--- src/rtl/anim_pkg.sv ---
// Shared definitions for the tile-slide animation timer and the render block.
// Holds the FSM state encoding and the default animation timing constants.
package anim_pkg;

  typedef enum logic {
    S_IDLE = 1'b0,
    S_RUN  = 1'b1
  } state_t;

  localparam int DEF_STEP_DIV    = 4;
  localparam int DEF_NUM_STEPS   = 8;
  localparam int DEF_STEP_W      = 3;
  localparam int DEF_WDOG_CYCLES = 16;

endpackage

--- src/rtl/anim_step_timer_watchdog.sv ---
// Strobe watchdog: counts clocks since the last stb and flags a fault once
// the count saturates at WDOG_CYCLES.
module stb_watchdog #(
  parameter int WDOG_CYCLES = anim_pkg::DEF_WDOG_CYCLES
) (
  input  logic clk,
  input  logic rst,
  input  logic stb,
  output logic stb_fault
);

  localparam int CNT_W = $clog2(WDOG_CYCLES) + 1;
  localparam logic [CNT_W-1:0] CNT_MAX = CNT_W'(WDOG_CYCLES);
  localparam logic [CNT_W-1:0] CNT_ONE = CNT_W'(1);

  logic [CNT_W-1:0] wdogCnt_q, wdogCnt_d;
  logic             fault_q;

  // Saturate rather than wrap so the fault stays up for as long as stb is missing.
  always_comb begin
    wdogCnt_d = wdogCnt_q;
    if (stb) begin
      wdogCnt_d = '0;
    end else if (wdogCnt_q != CNT_MAX) begin
      wdogCnt_d = wdogCnt_q + CNT_ONE;
    end
  end

  always_ff @(posedge clk) begin
    if (rst) begin
      wdogCnt_q <= '0;
      fault_q   <= 1'b0;
    end else begin
      wdogCnt_q <= wdogCnt_d;
      fault_q   <= (wdogCnt_d == CNT_MAX);
    end
  end

  assign stb_fault = fault_q;

endmodule

--- src/rtl/anim_step_timer.sv ---
// Tile-slide animation timer: runs NUM_STEPS steps of STEP_DIV strobes each
// on a start request, with abort, per-step tick, done pulse and strobe watchdog.
module anim_step_timer
  import anim_pkg::*;
#(
  parameter int STEP_DIV    = DEF_STEP_DIV,
  parameter int NUM_STEPS   = DEF_NUM_STEPS,
  parameter int STEP_W      = DEF_STEP_W,
  parameter int WDOG_CYCLES = DEF_WDOG_CYCLES
) (
  input  logic              CLK100MHZ,
  input  logic              rst,
  input  logic              stb,
  input  logic              start,
  input  logic              abort,
  output logic [STEP_W-1:0] step,
  output logic              step_tick,
  output logic              busy,
  output logic              done,
  output logic              stb_fault
);

  localparam int DIV_W = $clog2(STEP_DIV) + 1;
  localparam logic [DIV_W-1:0]  DIV_LAST  = DIV_W'(STEP_DIV - 1);
  localparam logic [DIV_W-1:0]  DIV_ONE   = DIV_W'(1);
  localparam logic [STEP_W-1:0] STEP_LAST = STEP_W'(NUM_STEPS - 1);
  localparam logic [STEP_W-1:0] STEP_ONE  = STEP_W'(1);

  state_t            state_q;
  logic [DIV_W-1:0]  divCnt_q;
  logic [STEP_W-1:0] step_q;
  logic              stepTick_q;
  logic              busy_q;
  logic              done_q;

  // The stb that arrives with an accepted start is ignored because IDLE never
  // counts; abort takes priority over any boundary landing in the same cycle.
  always_ff @(posedge CLK100MHZ) begin
    if (rst) begin
      state_q    <= S_IDLE;
      divCnt_q   <= '0;
      step_q     <= '0;
      stepTick_q <= 1'b0;
      busy_q     <= 1'b0;
      done_q     <= 1'b0;
    end else begin
      stepTick_q <= 1'b0;
      done_q     <= 1'b0;
      case (state_q)
        S_IDLE: begin
          if (start && !abort) begin
            state_q  <= S_RUN;
            busy_q   <= 1'b1;
            step_q   <= '0;
            divCnt_q <= '0;
          end
        end
        S_RUN: begin
          if (abort) begin
            state_q  <= S_IDLE;
            busy_q   <= 1'b0;
            step_q   <= '0;
            divCnt_q <= '0;
          end else if (stb) begin
            if (divCnt_q == DIV_LAST) begin
              divCnt_q   <= '0;
              stepTick_q <= 1'b1;
              if (step_q == STEP_LAST) begin
                step_q  <= '0;
                busy_q  <= 1'b0;
                done_q  <= 1'b1;
                state_q <= S_IDLE;
              end else begin
                step_q <= step_q + STEP_ONE;
              end
            end else begin
              divCnt_q <= divCnt_q + DIV_ONE;
            end
          end
        end
        default: begin
          state_q <= S_IDLE;
          busy_q  <= 1'b0;
        end
      endcase
    end
  end

  stb_watchdog #(
    .WDOG_CYCLES(WDOG_CYCLES)
  ) uWatchdog (
    .clk      (CLK100MHZ),
    .rst      (rst),
    .stb      (stb),
    .stb_fault(stb_fault)
  );

  assign step      = step_q;
  assign step_tick = stepTick_q;
  assign busy      = busy_q;
  assign done      = done_q;

endmodule

--- config.mk ---
export PLATFORM = sky130hd
export DESIGN_NAME = anim_step_timer
export DESIGN_NICKNAME = d
export VERILOG_FILES = /design/src/rtl/anim_pkg.sv /design/src/rtl/anim_step_timer_watchdog.sv /design/src/rtl/anim_step_timer.sv
export SDC_FILE = /design/constraint.sdc
export NUM_CORES = 1
export LEC_CHECK = 0
export ABC_AREA = 1
export BUFFER_PORTS_ARGS = -buffer_cell sky130_fd_sc_hd__buf_2
export CORE_ASPECT_RATIO = 1.75
export CORE_UTILIZATION = 34
export CTS_BUF_LIST = sky130_fd_sc_hd__clkbuf_4 sky130_fd_sc_hd__clkbuf_8 sky130_fd_sc_hd__clkbuf_16
export DETAILED_ROUTE_END_ITERATION = 10
export PLACE_DENSITY_LB_ADDON = 0.08
export SYNTH_ARGS = -nofsm -noshare
export SYNTH_HDL_FRONTEND = slang
export SYNTH_SLANG_ARGS = --single-unit
--- constraint.sdc ---
create_clock -name CLK100MHZ -period 1.7 [get_ports CLK100MHZ]
set_clock_uncertainty 0.2 [all_clocks]
set_input_delay 0.255 -clock CLK100MHZ [delete_from_list [all_inputs] [get_ports CLK100MHZ]]
set_output_delay 0.255 -clock CLK100MHZ [all_outputs]
set_load 0.02 [all_outputs]
==> impl_metrics.csv, run 1 <==
group,metric,value,unit
clocking,cts_resized,0,
final_layout,fin_nets,131,
timing,rsz0062_at_grt,"no",
critical_path,setup.worst_path.end_class,"register",
global_routing,grtUsageTotal,14.6,%
clocking,cts_buffers,3,
critical_path,critPathKind,"register to register",
timing,fmax,689,MHz
pwr,intPower,0.589,mW
critical_path,crit_family,"flip-flops",
clocking,cts_sinks,16,
drt,ant_nets,0,
die,core.rowCount,23,
pwr,leakagePower,0.438,nW
critical_path,worstPathRequired,1650,ps
hold_path,hold_depth,2,
die,fp.coreArea,2270,µm²
clocking,cts_buffer_depth,2,
critical_path,reg2reg_depth,7,
pwr,powerDensity,862,nW/µm²
timing,fin_tns_setup,0,ps
clocking,cts_root_buf,"clkbuf_8",
critical_path,slowest_delay,370,ps
pwr,swShare,25.8,%
clocking,h-tree-depth,1,
place,portBuffers,11,
synth,ys_ff_latch,16,
pwr,p_switching,0.205,mW
hold_path,hp-class,"input port to register",
drt,drt_iter0_markers,11,
place,gp_congestion,0.713,
final_layout,antenna_cells,0,
clocking,clock_latency,240,ps
die,ios,12,
global_routing,grt_max_degree,13,
critical_path,cp-start-kind,"register",
synth,synth.avg_cell_area,7.58,µm²
place,post-dp-hpwl,1300,µm
drt,wire_per_inst,11.2,µm
timing,whs,90.7,ps
die,die_w,38.9,µm
synth,synth_area_leaders,"dfxtp_1, nand2_1, ha_1",
clocking,cts_tree,"done",
timing,slew_headroom,84.8,%
drt,drt_wl_total,1610,µm
run_status,status,"finished clean",
die,dieArea,2590,µm²
pwr,ir_drop,0.429,mV
synth,syn_nets,117,
clocking,post-cts-setup-buffers,0,
pwr,power.share.sequential,51.3,%
timing,hold_violations,0,
synth,yosysTopAreaCell,"dfxtp_1",
timing,worst_pin_slew,228,ps
pwr,pwr-share-clk,34.8,%
global_routing,grt_pass1_vias,671,
synth,synthCells,107,
flow_run,drv_cap,0,
critical_path,crit_fanout,4,
drt,vias,701,
synth,synth_top_area_share,39.5,%
synth,synth.distinct_cells,22,
critical_path,cp.depth,7,
clocking,postCtsHoldBufs,0,
critical_path,crit_chain,"ha_1 -> ha_1 -> inv_1 -> o21ai_0 -> nand3_1 -> nand2_1 -> inv_1",
timing,period_minus_slack,1450,ps
drt,routed_via_density,4.87,
synth,ys_warn_count,0,
final_layout,drive_gt1_share,24.4,%
critical_path,path_buf_inv,2,
global_routing,grt_pass1_wl,2640,µm
global_routing,antenna_found_initial,0,
synth,ys_seq_area_share,39.5,%
die,die_y,66.6,µm
timing,drv_slew,0,
pwr,power.share.combinational,14.0,%
timing,fin_crit_sh,85.4,%
timing,finalSetupViolCount,0,
critical_path,cp_data_arrival_time,1400,ps
die,start_util,35.7,%
drt,drc,0,
clocking,path_clk_slew,60,ps
global_routing,overflow,0,
final_layout,area_delta_synth_final,13.7,%
synth,synthesis.area,811,µm²
critical_path,crit_slowest_cell,"dfxtp_1",
drt,first_pass_iters,4,
## synth_stat cells
library cell,n
nand2_1,20
dfxtp_1,16
inv_1,12
nor2_1,12
nand3_1,10
a21oi_1,5
ha_1,5
nand2_2,4
nand3_2,3
o21ai_1,3
inv_2,2
nor2_2,2
nor3_1,2
o21ai_0,2
o21ai_2,2
buf_2,1
buf_6,1
nand2_4,1
nand4_1,1
nor2_4,1
nor4_1,1
xor2_1,1
## worst paths after layout
check / start / to / slack (ps)
setup / recovery: step[0] / state_q / 250
hold / removal: rst / busy / 90
setup reg to reg: step[0] / state_q / 250
hold reg to reg: divCnt_q[2] / divCnt_q[2] / 250
## cells by family (layout without fill, tap and decap cells)
logic type | count (synthesis) | in the layout | synth area share (%)
buffers and inverters | 16 | 28 | 8.49
and+or+nand+nor | 57 | 57 | 34.9
DFF | 16 | 16 | 39.5
adders and majority gates | 5 | 5 | 7.72
xor gates and xnor gates | 1 | 1 | 1.08
AOI/OAI and AO/OA | 12 | 12 | 8.33
## registers in the layout, indices dropped and copies added (netlist names)
name and flops:
step 3, done 1, uWatchdog.wdogCnt_q 5, divCnt_q 3, state_q 1, step_tick 1, uWatchdog.stb_fault 1, busy 1
## placed cells by master (no fill, tap or decap)
| cell | count |
|---|---|
| a21oi_1 | 5 |
| buf_2 | 11 |
| clkbuf_8 | 3 |
| dfxtp_1 | 16 |
| ha_1 | 5 |
| inv_1 | 12 |
| inv_2 | 2 |
| nand2_1 | 20 |
| nand2_2 | 4 |
| nand2_4 | 1 |
| nand3_1 | 10 |
| nand3_2 | 3 |
| nand4_1 | 1 |
| nor2_1 | 12 |
| nor2_2 | 2 |
| nor2_4 | 1 |
| nor3_1 | 2 |
| nor4_1 | 1 |
| o21ai_0 | 2 |
| o21ai_1 | 3 |
| o21ai_2 | 2 |
| xor2_1 | 1 |
## power groups by stage
| stage | clock network (mW) | registers (mW) | logic, mW |
|---|---|---|---|
| after floorplan | 0 | 0.424 | 0.0785 |
| after global placement | 0 | 0.415 | 0.111 |
| after detailed placement | 0 | 0.416 | 0.113 |
| after CTS | 0.287 | 0.408 | 0.113 |
| after global routing | 0.299 | 0.410 | 0.128 |
| final | 0.276 | 0.407 | 0.111 |
## area by class of cell
class	count	area, µm²
fillers	259	1350
flip-flops and latches	16	320
well taps	25	31.3
clock buffers	3	41.3
multi-input cells	75	422
inverters	14	52.6
repair buffers	11	55.1
## layer usage
layer	routed length (µm)	global-route usage, %	up-vias
met5	0	0	-
met4	24	7.76	0
met3	34	1.00	2
met2	949	29.4	8
met1	600	12.7	320
li1	-	-	371
## per-stage QoR
stage / power [mW] / setup WS, ps / std cells / area (µm²) / utilization (%)
3_5_place_dp: 0.529 / 263 / 141 / 881 / 38.7
3_3_place_gp: 0.527 / 273 / 141 / 881 / 38.7
6_report: 0.795 / 248 / 144 / 922 / 40.6
2_1_floorplan: 0.503 / 242 / 107 / 811 / -
4_1_cts: 0.808 / 242 / 144 / 922 / 40.6
5_1_grt: 0.838 / 142 / 144 / 922 / 40.6
Note: power is estimated with default switching activity, not from simulation.
==> run 2: changes to the inputs <==
CTS_BUF_LIST = sky130_fd_sc_hd__clkbuf_2   (was sky130_fd_sc_hd__clkbuf_4 sky130_fd_sc_hd__clkbuf_8 sky130_fd_sc_hd__clkbuf_16)
==> run 2 against run 1 <==
  * Via count rose by 1.3%
  * Non-clock buffer count did not move
  * Total power fell by 14%
  * Hold slack got worse by 68 ps
  * Cell count did not move
  * Sequential share of layout area rose by 1.0 points
  * First-iteration DRC count rose by 45%
  * Maximum frequency fell by 1.4%
  * Combinational power barely moved
==> impl_metrics.csv, run 2 (synthesis results as in run 1) <==
group,metric,value,unit
run_status,status,"finished clean",
timing,period_minus_slack,1470,ps
timing,fin_tns_setup,0,ps
timing,worst_pin_slew,229,ps
timing,drv_slew,0,
die,core.rowCount,23,
hold_path,hold_start,"rst",
clocking,postCtsHoldBufs,0,
place,post-dp-hpwl,1300,µm
place,portBuffers,11,
critical_path,cp-start-kind,"register",
pwr,power.share.sequential,59.5,%
final_layout,fin_nets,131,
pwr,pwr-share-clk,24.3,%
die,fp.coreArea,2270,µm²
timing,slew_headroom,84.7,%
critical_path,r2r_start,"step[0]",
critical_path,worstPathRequired,1720,ps
hold_path,hold_depth,2,
drt,drt_iter0_markers,16,
die,die_y,66.6,µm
critical_path,crit_fanout,4,
pwr,leakagePower,0.429,nW
final_layout,regArea,320,µm²
final_layout,antenna_cells,0,
drt,drt_wl_total,1630,µm
clocking,path_clk_slew,150,ps
critical_path,setup.worst_path.end_class,"register",
critical_path,reg2reg_depth,7,
pwr,power.share.combinational,16.2,%
drt,routed_via_density,4.93,
clocking,cts_buffer_depth,2,
pwr,intPower,0.481,mW
critical_path,cp_data_arrival_time,1490,ps
final_layout,largest_register_ffs,5,
clocking,cts_tree,"done",
drt,vias,710,
critical_path,r2r_setup_slack,230,ps
drt,wire_per_inst,11.3,µm
global_routing,overflow,0,
final_layout,multiInputGateArea,422,µm²
final_layout,fillers,264,
clocking,cts_sinks,16,
drt,drc,0,
global_routing,grtUsageTotal,14.9,%
clocking,cts_buffers,3,
hold_path,hp-class,"input port to register",
die,start_util,35.7,%
die,die_w,38.9,µm
timing,fmax,679,MHz
global_routing,grt_pass1_wl,2700,µm
critical_path,r2r_end,"state_q",
clocking,clock_latency,290,ps
global_routing,grt_pass1_vias,692,
die,ios,12,
timing,finalSetupViolCount,0,
final_layout,area_delta_synth_final,10.5,%
place,gp_congestion,0.713,
clocking,cts_resized,0,
pwr,ir_drop,0.245,mV
final_layout,drive_gt1_share,24.4,%
final_layout,stdcell_area,896,µm²
pwr,powerDensity,765,nW/µm²
drt,ant_nets,0,
hold_path,hold-path-endpoint,"busy",
timing,hold_violations,0,
global_routing,antenna_found_initial,0,
clocking,h-tree-depth,1,
final_layout,final_common_cell,"nand2_1",
global_routing,grt_max_degree,13,
final_layout,layout_common_cells,"nand2_1, dfxtp_1, inv_1, nor2_1, buf_2",
drt,first_pass_iters,4,
clocking,cts_root_buf,"clkbuf_2",
pwr,swShare,29.9,%
flow_run,drv_cap,0,
clocking,post-cts-setup-buffers,0,
place,placed_area,881,µm²
pwr,p_switching,0.205,mW
critical_path,critPathKind,"register to register",
timing,fin_crit_sh,86.6,%
die,dieArea,2590,µm²
final_layout,top_register,"uWatchdog.wdogCnt_q",
timing,rsz0062_at_grt,"no",
-- run 2: cell counts in the layout (fill, tap and decap cells not counted) --
No cell type changed its count.
-- run 2: area by class of cell --
| type | instances | area share, % |
|---|---|---|
| clock buffers | 3 | 1.68 |
| inverters | 14 | 5.87 |
| repair buffers | 11 | 6.15 |
| well taps | 25 | 3.49 |
| flip-flops and latches | 16 | 35.8 |
| multi-input cells | 75 | 47.1 |
-- run 2: worst max-delay path by stage --
stage / cells past startpoint / from / endpoint
final: 7 / step[0] / state_q
after global routing: 9 / uWatchdog.wdogCnt_q[0] / uWatchdog.stb_fault
after CTS: 6 / divCnt_q[0] / step[0]
after detailed placement: 6 / divCnt_q[0] / step[0]
after global placement: 6 / divCnt_q[0] / step[0]
after floorplan: 7 / step[0] / busy
-- run 2: per-stage QoR --
step	instances	power (mW)	worst slack (ps)	utilization [%]	hold slack [ps]
2_1_floorplan	107	0.503	242	-	204
3_3_place_gp	141	0.527	273	38.7	231
3_5_place_dp	141	0.529	263	38.7	243
4_1_cts	144	0.696	229	39.4	17.4
5_1_grt	144	0.725	121	39.4	14.7
6_report	144	0.685	227	39.4	22.7
-- run 2: power by group through the flow --
stage	combinational, mW	sequential [mW]	clock, mW
floorplan	0.0785	0.424	0
global placement	0.111	0.415	0
detailed placement	0.113	0.416	0
CTS	0.113	0.408	0.175
global route	0.128	0.411	0.186
finish	0.111	0.407	0.167
-- run 2: critical path, cell delays in order (launching register included) --
cell and delay (ps):
dfxtp_1 400, ha_1 170, ha_1 160, inv_1 60, o21ai_0 200, nand3_1 100, nand2_1 70, inv_1 30
-- run 2: metal layers --
layer	vias up	routed length [µm]	track usage, %
met5	-	0	0
met4	0	30	9.05
met3	4	33	1.00
met2	9	950	29.8
met1	326	611	12.7
li1	371	-	-
